### src/rtl/huff_mem_sequencer_if.sv
// Engine handshake and shared SRAM port bundle for the compression phase sequencer.
// The master side is the sequencer; the slave side is the engines plus SRAM.
interface huff_mem_sequencer_if;
    logic        cnt_start, huff_start, enc_start;
    logic        cnt_done, huff_done, enc_done;
    logic        cnt_read, huff_read, enc_read;
    logic        cnt_write, huff_write, enc_write;
    logic [15:0] cnt_addr, huff_addr, enc_addr;
    logic [7:0]  cnt_wdata, huff_wdata, enc_wdata;
    logic        mem_read, mem_write;
    logic [15:0] mem_addr;
    logic [7:0]  mem_wdata, mem_rdata;
    logic [7:0]  rdata;

    modport master (
        output cnt_start, huff_start, enc_start,
        input  cnt_done, huff_done, enc_done,
        input  cnt_read, huff_read, enc_read,
        input  cnt_write, huff_write, enc_write,
        input  cnt_addr, huff_addr, enc_addr,
        input  cnt_wdata, huff_wdata, enc_wdata,
        output mem_read, mem_write, mem_addr, mem_wdata,
        input  mem_rdata,
        output rdata
    );

    modport slave (
        input  cnt_start, huff_start, enc_start,
        output cnt_done, huff_done, enc_done,
        output cnt_read, huff_read, enc_read,
        output cnt_write, huff_write, enc_write,
        output cnt_addr, huff_addr, enc_addr,
        output cnt_wdata, huff_wdata, enc_wdata,
        input  mem_read, mem_write, mem_addr, mem_wdata,
        output mem_rdata,
        input  rdata
    );
endinterface

### src/rtl/huff_mem_sequencer.sv
// Phase controller for COUNT -> TREE -> ENCODE on one shared SRAM port, with
// per-phase write windows, read/write conflict detection and a watchdog.
module huff_mem_sequencer #(
    parameter int unsigned NCHAR     = 45,
    parameter int unsigned CODE_BASE = 90,
    parameter logic [15:0] OUT_BASE  = 16'h0200,
    parameter logic [23:0] TIMEOUT   = 24'd1000000
) (
    input  logic       clk,
    input  logic       rst,
    input  logic       start,
    input  logic       abort,
    output logic       busy,
    output logic       done,
    output logic       error,
    output logic [1:0] err_code,
    output logic [2:0] phase,
    huff_mem_sequencer_if.master bus
);

    typedef enum logic [2:0] {
        StIdle   = 3'd0,
        StCount  = 3'd1,
        StTree   = 3'd2,
        StEncode = 3'd3,
        StDone   = 3'd4,
        StErr    = 3'd5
    } state_e;

    // Exclusive upper bounds, one bit wider than the address to avoid wrap.
    localparam logic [16:0] CntEnd  = 17'(2 * NCHAR);
    localparam logic [16:0] TreeLo  = 17'(CODE_BASE);
    localparam logic [16:0] TreeEnd = 17'(CODE_BASE + 3 * NCHAR);

    state_e      state_q;
    logic [23:0] wdog_q;
    logic [1:0]  err_q;
    logic        cnt_start_q, enc_start_q;

    logic        sel_rd, sel_wr, in_window;
    logic [15:0] sel_addr;
    logic [7:0]  sel_wdata;
    logic        conflict, violation, phase_done, wdog_expired;

    always_comb begin
        sel_rd     = 1'b0;
        sel_wr     = 1'b0;
        sel_addr   = '0;
        sel_wdata  = '0;
        in_window  = 1'b0;
        phase_done = 1'b0;
        case (state_q)
            StCount: begin
                sel_rd     = bus.cnt_read;
                sel_wr     = bus.cnt_write;
                sel_addr   = bus.cnt_addr;
                sel_wdata  = bus.cnt_wdata;
                in_window  = {1'b0, bus.cnt_addr} < CntEnd;
                phase_done = bus.cnt_done;
            end
            StTree: begin
                sel_rd     = bus.huff_read;
                sel_wr     = bus.huff_write;
                sel_addr   = bus.huff_addr;
                sel_wdata  = bus.huff_wdata;
                in_window  = ({1'b0, bus.huff_addr} >= TreeLo) &&
                             ({1'b0, bus.huff_addr} < TreeEnd);
                phase_done = bus.huff_done;
            end
            StEncode: begin
                sel_rd     = bus.enc_read;
                sel_wr     = bus.enc_write;
                sel_addr   = bus.enc_addr;
                sel_wdata  = bus.enc_wdata;
                in_window  = bus.enc_addr >= OUT_BASE;
                phase_done = bus.enc_done;
            end
            default: ;
        endcase
    end

    assign conflict     = sel_rd & sel_wr;
    assign violation    = conflict | (sel_wr & ~in_window);
    assign wdog_expired = (wdog_q == TIMEOUT - 24'd1);

    // A violating access is squashed so it never reaches the SRAM.
    assign bus.mem_read  = sel_rd & ~violation;
    assign bus.mem_write = sel_wr & ~violation;
    assign bus.mem_addr  = sel_addr;
    assign bus.mem_wdata = sel_wdata;
    assign bus.rdata     = bus.mem_rdata;

    always_ff @(posedge clk or posedge rst) begin
        if (rst) begin
            state_q     <= StIdle;
            wdog_q      <= '0;
            err_q       <= 2'd0;
            cnt_start_q <= 1'b0;
            enc_start_q <= 1'b0;
        end else begin
            cnt_start_q <= 1'b0;
            enc_start_q <= 1'b0;
            if (abort) begin
                state_q <= StIdle;
                wdog_q  <= '0;
                err_q   <= 2'd0;
            end else begin
                case (state_q)
                    StIdle, StDone: begin
                        if (start) begin
                            state_q     <= StCount;
                            wdog_q      <= '0;
                            err_q       <= 2'd0;
                            cnt_start_q <= 1'b1;
                        end
                    end
                    StCount, StTree, StEncode: begin
                        if (violation) begin
                            state_q <= StErr;
                            err_q   <= conflict ? 2'd3 : 2'd1;
                        end else if (phase_done) begin
                            wdog_q <= '0;
                            if (state_q == StCount) begin
                                state_q <= StTree;
                            end else if (state_q == StTree) begin
                                state_q     <= StEncode;
                                enc_start_q <= 1'b1;
                            end else begin
                                state_q <= StDone;
                            end
                        end else if (wdog_expired) begin
                            state_q <= StErr;
                            err_q   <= 2'd2;
                        end else begin
                            wdog_q <= wdog_q + 24'd1;
                        end
                    end
                    default: ;
                endcase
            end
        end
    end

    assign busy           = (state_q == StCount) || (state_q == StTree) || (state_q == StEncode);
    assign done           = (state_q == StDone);
    assign error          = (state_q == StErr);
    assign phase          = state_q;
    assign err_code       = err_q;
    assign bus.cnt_start  = cnt_start_q;
    assign bus.huff_start = (state_q == StTree);
    assign bus.enc_start  = enc_start_q;

endmodule

### src/flat_wrapper.sv
// flat-port wrapper written by rule: the top's interface ports become plain ports
module huff_mem_sequencer_flat 
#(
    parameter int unsigned NCHAR     = 45,
    parameter int unsigned CODE_BASE = 90,
    parameter logic [15:0] OUT_BASE  = 16'h0200,
    parameter logic [23:0] TIMEOUT   = 24'd1000000
)
  (clk, rst, start, abort, busy, done, error, err_code, phase, bus_cnt_start, bus_huff_start, bus_enc_start, bus_cnt_done, bus_huff_done, bus_enc_done, bus_cnt_read, bus_huff_read, bus_enc_read, bus_cnt_write, bus_huff_write, bus_enc_write, bus_cnt_addr, bus_huff_addr, bus_enc_addr, bus_cnt_wdata, bus_huff_wdata, bus_enc_wdata, bus_mem_read, bus_mem_write, bus_mem_addr, bus_mem_wdata, bus_mem_rdata, bus_rdata);
  huff_mem_sequencer_if bus_i ();
  input  logic clk;
  input  logic rst;
  input  logic start;
  input  logic abort;
  output logic busy;
  output logic done;
  output logic error;
  output logic [1:0] err_code;
  output logic [2:0] phase;
  output wire logic [$bits(bus_i.cnt_start)-1:0] bus_cnt_start;
  output wire logic [$bits(bus_i.huff_start)-1:0] bus_huff_start;
  output wire logic [$bits(bus_i.enc_start)-1:0] bus_enc_start;
  input wire logic [$bits(bus_i.cnt_done)-1:0] bus_cnt_done;
  input wire logic [$bits(bus_i.huff_done)-1:0] bus_huff_done;
  input wire logic [$bits(bus_i.enc_done)-1:0] bus_enc_done;
  input wire logic [$bits(bus_i.cnt_read)-1:0] bus_cnt_read;
  input wire logic [$bits(bus_i.huff_read)-1:0] bus_huff_read;
  input wire logic [$bits(bus_i.enc_read)-1:0] bus_enc_read;
  input wire logic [$bits(bus_i.cnt_write)-1:0] bus_cnt_write;
  input wire logic [$bits(bus_i.huff_write)-1:0] bus_huff_write;
  input wire logic [$bits(bus_i.enc_write)-1:0] bus_enc_write;
  input wire logic [$bits(bus_i.cnt_addr)-1:0] bus_cnt_addr;
  input wire logic [$bits(bus_i.huff_addr)-1:0] bus_huff_addr;
  input wire logic [$bits(bus_i.enc_addr)-1:0] bus_enc_addr;
  input wire logic [$bits(bus_i.cnt_wdata)-1:0] bus_cnt_wdata;
  input wire logic [$bits(bus_i.huff_wdata)-1:0] bus_huff_wdata;
  input wire logic [$bits(bus_i.enc_wdata)-1:0] bus_enc_wdata;
  output wire logic [$bits(bus_i.mem_read)-1:0] bus_mem_read;
  output wire logic [$bits(bus_i.mem_write)-1:0] bus_mem_write;
  output wire logic [$bits(bus_i.mem_addr)-1:0] bus_mem_addr;
  output wire logic [$bits(bus_i.mem_wdata)-1:0] bus_mem_wdata;
  input wire logic [$bits(bus_i.mem_rdata)-1:0] bus_mem_rdata;
  output wire logic [$bits(bus_i.rdata)-1:0] bus_rdata;
  assign bus_cnt_start = bus_i.cnt_start;
  assign bus_huff_start = bus_i.huff_start;
  assign bus_enc_start = bus_i.enc_start;
  assign bus_i.cnt_done = bus_cnt_done;
  assign bus_i.huff_done = bus_huff_done;
  assign bus_i.enc_done = bus_enc_done;
  assign bus_i.cnt_read = bus_cnt_read;
  assign bus_i.huff_read = bus_huff_read;
  assign bus_i.enc_read = bus_enc_read;
  assign bus_i.cnt_write = bus_cnt_write;
  assign bus_i.huff_write = bus_huff_write;
  assign bus_i.enc_write = bus_enc_write;
  assign bus_i.cnt_addr = bus_cnt_addr;
  assign bus_i.huff_addr = bus_huff_addr;
  assign bus_i.enc_addr = bus_enc_addr;
  assign bus_i.cnt_wdata = bus_cnt_wdata;
  assign bus_i.huff_wdata = bus_huff_wdata;
  assign bus_i.enc_wdata = bus_enc_wdata;
  assign bus_mem_read = bus_i.mem_read;
  assign bus_mem_write = bus_i.mem_write;
  assign bus_mem_addr = bus_i.mem_addr;
  assign bus_mem_wdata = bus_i.mem_wdata;
  assign bus_i.mem_rdata = bus_mem_rdata;
  assign bus_rdata = bus_i.rdata;
  huff_mem_sequencer #(.NCHAR(NCHAR), .CODE_BASE(CODE_BASE), .OUT_BASE(OUT_BASE), .TIMEOUT(TIMEOUT)) u_core (.clk(clk), .rst(rst), .start(start), .abort(abort), .busy(busy), .done(done), .error(error), .err_code(err_code), .phase(phase), .bus(bus_i));
endmodule
### config.mk
export PLATFORM = sky130hd
export DESIGN_NAME = huff_mem_sequencer_flat
export DESIGN_NICKNAME = d
export VERILOG_FILES = /design/src/rtl/huff_mem_sequencer_if.sv /design/src/rtl/huff_mem_sequencer.sv /design/src/flat_wrapper.sv
export SDC_FILE = /design/constraint.sdc
export NUM_CORES = 1
export LEC_CHECK = 0
export CORE_ASPECT_RATIO = 1.2
export CORE_UTILIZATION = 41
export CTS_BUF_LIST = sky130_fd_sc_hd__clkbuf_8 sky130_fd_sc_hd__clkbuf_16
export DETAILED_ROUTE_END_ITERATION = 8
export PLACE_DENSITY = 0.91
export SLEW_MARGIN = 20
export SYNTH_ARGS = -nofsm -noshare
export SYNTH_HDL_FRONTEND = slang
export SYNTH_SLANG_ARGS = --single-unit
export TNS_END_PERCENT = 30
### constraint.sdc
create_clock -name clk -period 2.9 [get_ports clk]
set_input_delay 0.29 -clock clk [delete_from_list [all_inputs] [get_ports clk]]
set_output_delay 0.29 -clock clk [all_outputs]
set_load 0.02 [all_outputs]
==> results.cfg <==
[synth]
synth_seq_cells = 31
synth_area_per_cell_sq_um = 7.56
synth_cells = 359
netlist_top_cells_count = 62 x nor2_1, 43 x a21oi_1, 31 x dfrtp_1
syn_area_sq_mm = 0.00271
synth_edf_count = 0
synth_warnings = 0
synth_area_leaders = dfrtp_1 29%, mux2i_1 9.2%, nor2_1 8.6%
synth_fp_nets = 453
yosys.area.top_type = dfrtp_1
synth_cell_type_count = 54
ys.flop_type = dfrtp_1
yosysMostFrequentCell = nor2_1
ys_seq_area_share_pct = 28.6
async_flop_share_pct = 100
synth_top_cell_area_share_pct = 28.6

[critical_path]
reg2reg_from = u_core.wdog_q[6]$_DFFE_PP0P_
path_class = in -> out
cp.required_ps = 2610
timing.rr.end = u_core.wdog_q[10]$_DFFE_PP0P_
cp.arrival_ps = 2480
cp_max_fo = 4
endpoint = bus_mem_write
reg2reg_slack_ps = 170
end_kind = output port
r2r_cells = 7
crit_start = bus_cnt_addr[9]
start_kind = primary input

[pwr]
leakagePower_uw = 0.00159
ir_drop_mv = 0.327
power_per_cell_area_mw_per_mm2 = 607

[placed_design]
placed_cell_area_sq_mm = 0.00405
gp_congestion = 0.949
io_buffers = 121
post-place-ws_ps = -248
hpwl_mm = 7.04
dpl.cell_count = 560

[global_routing]
grt_max_degree = 42
gr-usage-all-layers_pct = 25.2
gr-total-overflow = 0
grt_pass1_vias = 3238
antenna_found_initial = 0
grt_pass1_wl_mm = 14.3

[hold_path]
hold_class = in -> async

[detailed_routing]
routedWlPerCell_um = 15.7
drt_pass1_iterations = 5
wl_mm = 8.91
vias = 3253
drt_iter0_drc = 167
ant_nets = 0
avgViaCountPerCell = 5.73
route.detailed.drc = 0

[floorplan]
die_w_um = 76.3
initial_core_util_pct = 42.4
coreArea_sq_mm = 0.00641
die_h_um = 91.1
ios = 138
rows = 32
dieArea_sq_mm = 0.00695

[clock_tree]
h-tree-depth = 2
cts_tree = built
worstSkewPairLatency_ps = 280
clockRootBuffer = clkbuf_8
cts_buffers = 5
clockBufferDepth = 2
postCtsSetupBuffers = 0
clk_pin_slew_worst_paths_ps = 60
clkSinkCount = 31
postCtsHoldBufs = 0

[job]
drv_cap = 0

[layout]
insertedDiodeCount = 0
num-nets-final = 577
fin_area_sq_mm = 0.00415
final_cell_count_no_fill = 568
area_delta_synth_final_pct = 52.7
drive_above_1_share_pct = 10.8

[timing]
slew-limit-headroom_pct = 44.3
clock_skew_ps = 4.90
slew_viol_final = 0
fin_crit_sh_pct = 95.5
worst_pin_slew_ps = 836
setup_viol = 0
fmax_mhz = 361
final_hold_viol_count = 0
worst_hold_slack_ps = 397
finalCriticalPeriod_ps = 2770
worst_slack_ps = 130
grt_setup_unrepaired = no

[outcome]
outcome = complete, no violations
## flip-flops by register name, indices dropped and copies added, names as in the netlist
register,cells
u_core.err_code,2
u_core.bus.cnt_start,1
u_core.wdog_q,24
u_core.phase,3
u_core.bus.enc_start,1
## where the power goes
group	switching [uW]	internal (uW)	total [uW]	leakage, uW
registers	25.2	466	491	0.000429
clock network	159	186	345	0.0000470
logic	946	735	1680	0.00112
## logic make-up after synthesis
family / after synthesis / synth area share (%)
adders and majority gates: 1 / 0.461
buffers and inverters: 41 / 8.16
muxes: 28 / 10.5
and+or+nand+nor: 156 / 29.5
AOI/OAI and AO/OA: 102 / 22.8
DFF: 31 / 28.6
## layout make-up
class | count | area [sq um]
Inverter | 10 | 37.5
Clock inverter | 1 | 5.00
Tap cell | 85 | 106
Multi-Input combinational cell | 288 | 1730
Timing Repair Buffer | 147 | 1410
Sequential cell | 31 | 776
Clock buffer | 6 | 82.6
Fill cell | 541 | 2260
## through the flow
| stage | power [uW] | TNS (ps) | utilization, % |
|---|---|---|---|
| 6_report | 2520 | 0 | 64.7 |
| 2_1_floorplan | 1470 | 0 | - |
| 5_1_grt | 2660 | 0 | 64.7 |
| 4_1_cts | 2500 | 0 | 64.5 |
| 3_5_place_dp | 2150 | -255 | 63.1 |
| 3_3_place_gp | 2130 | -203 | 63.1 |
## layer usage
metal	GRT usage, %	vias up	routed length, um	share of wire (%)
li1	-	1544	-	-
met2	48.1	139	4700	53
met1	24.9	1542	3370	38
met4	12.0	0	297	3.3
met3	6.43	28	544	6.1
met5	0	-	0	0
## how the worst min path moves through the flow
stage | start | to | cells after the start | slack (ps)
2_1_floorplan | rst | u_core.bus.cnt_start$_DFF_PP0_ | 1 | 390
3_3_place_gp | u_core.wdog_q[4]$_DFFE_PP0P_ | u_core.wdog_q[4]$_DFFE_PP0P_ | 1 | 470
3_5_place_dp | u_core.wdog_q[4]$_DFFE_PP0P_ | u_core.wdog_q[4]$_DFFE_PP0P_ | 1 | 480
4_1_cts | rst | u_core.wdog_q[8]$_DFFE_PP0P_ | 3 | 410
5_1_grt | rst | u_core.wdog_q[9]$_DFFE_PP0P_ | 3 | 460
6_report | rst | u_core.phase[2]$_DFFE_PP0P_ | 3 | 400
## critical path, cell delays in order
cell	delay [ps]
clkdlybuf4s50_1	440
or4_4	550
nor4_2	220
a31oi_1	190
and2_1	210
nor3_2	220
dlygate4sd2_1	360
## timing repair
| action | CTS | global route |
|---|---|---|
| pin swaps | 0 | 1 |
| cloned | 0 | 1 |
| gates resized for setup | 1 | 1 |
| endpoints found under the setup margin | 1 | 19 |
## cell usage in the layout, fill, tap and decap left out, types with 5 or more instances in the layout
cell and count:
clkdlybuf4s50_1 120, nor2_1 62, a21oi_1 43, dfrtp_1 31, buf_4 26, mux2i_1 25
o21ai_1 22, nand2_1 17, nand3_1 12, or3_1 11, o31ai_1 10, or4_1 8
and3_1 6, and2_1 6, inv_1 6, clkbuf_8 6, o21ai_0 5, nor4_1 5
Power figures use the tool's default switching activity.
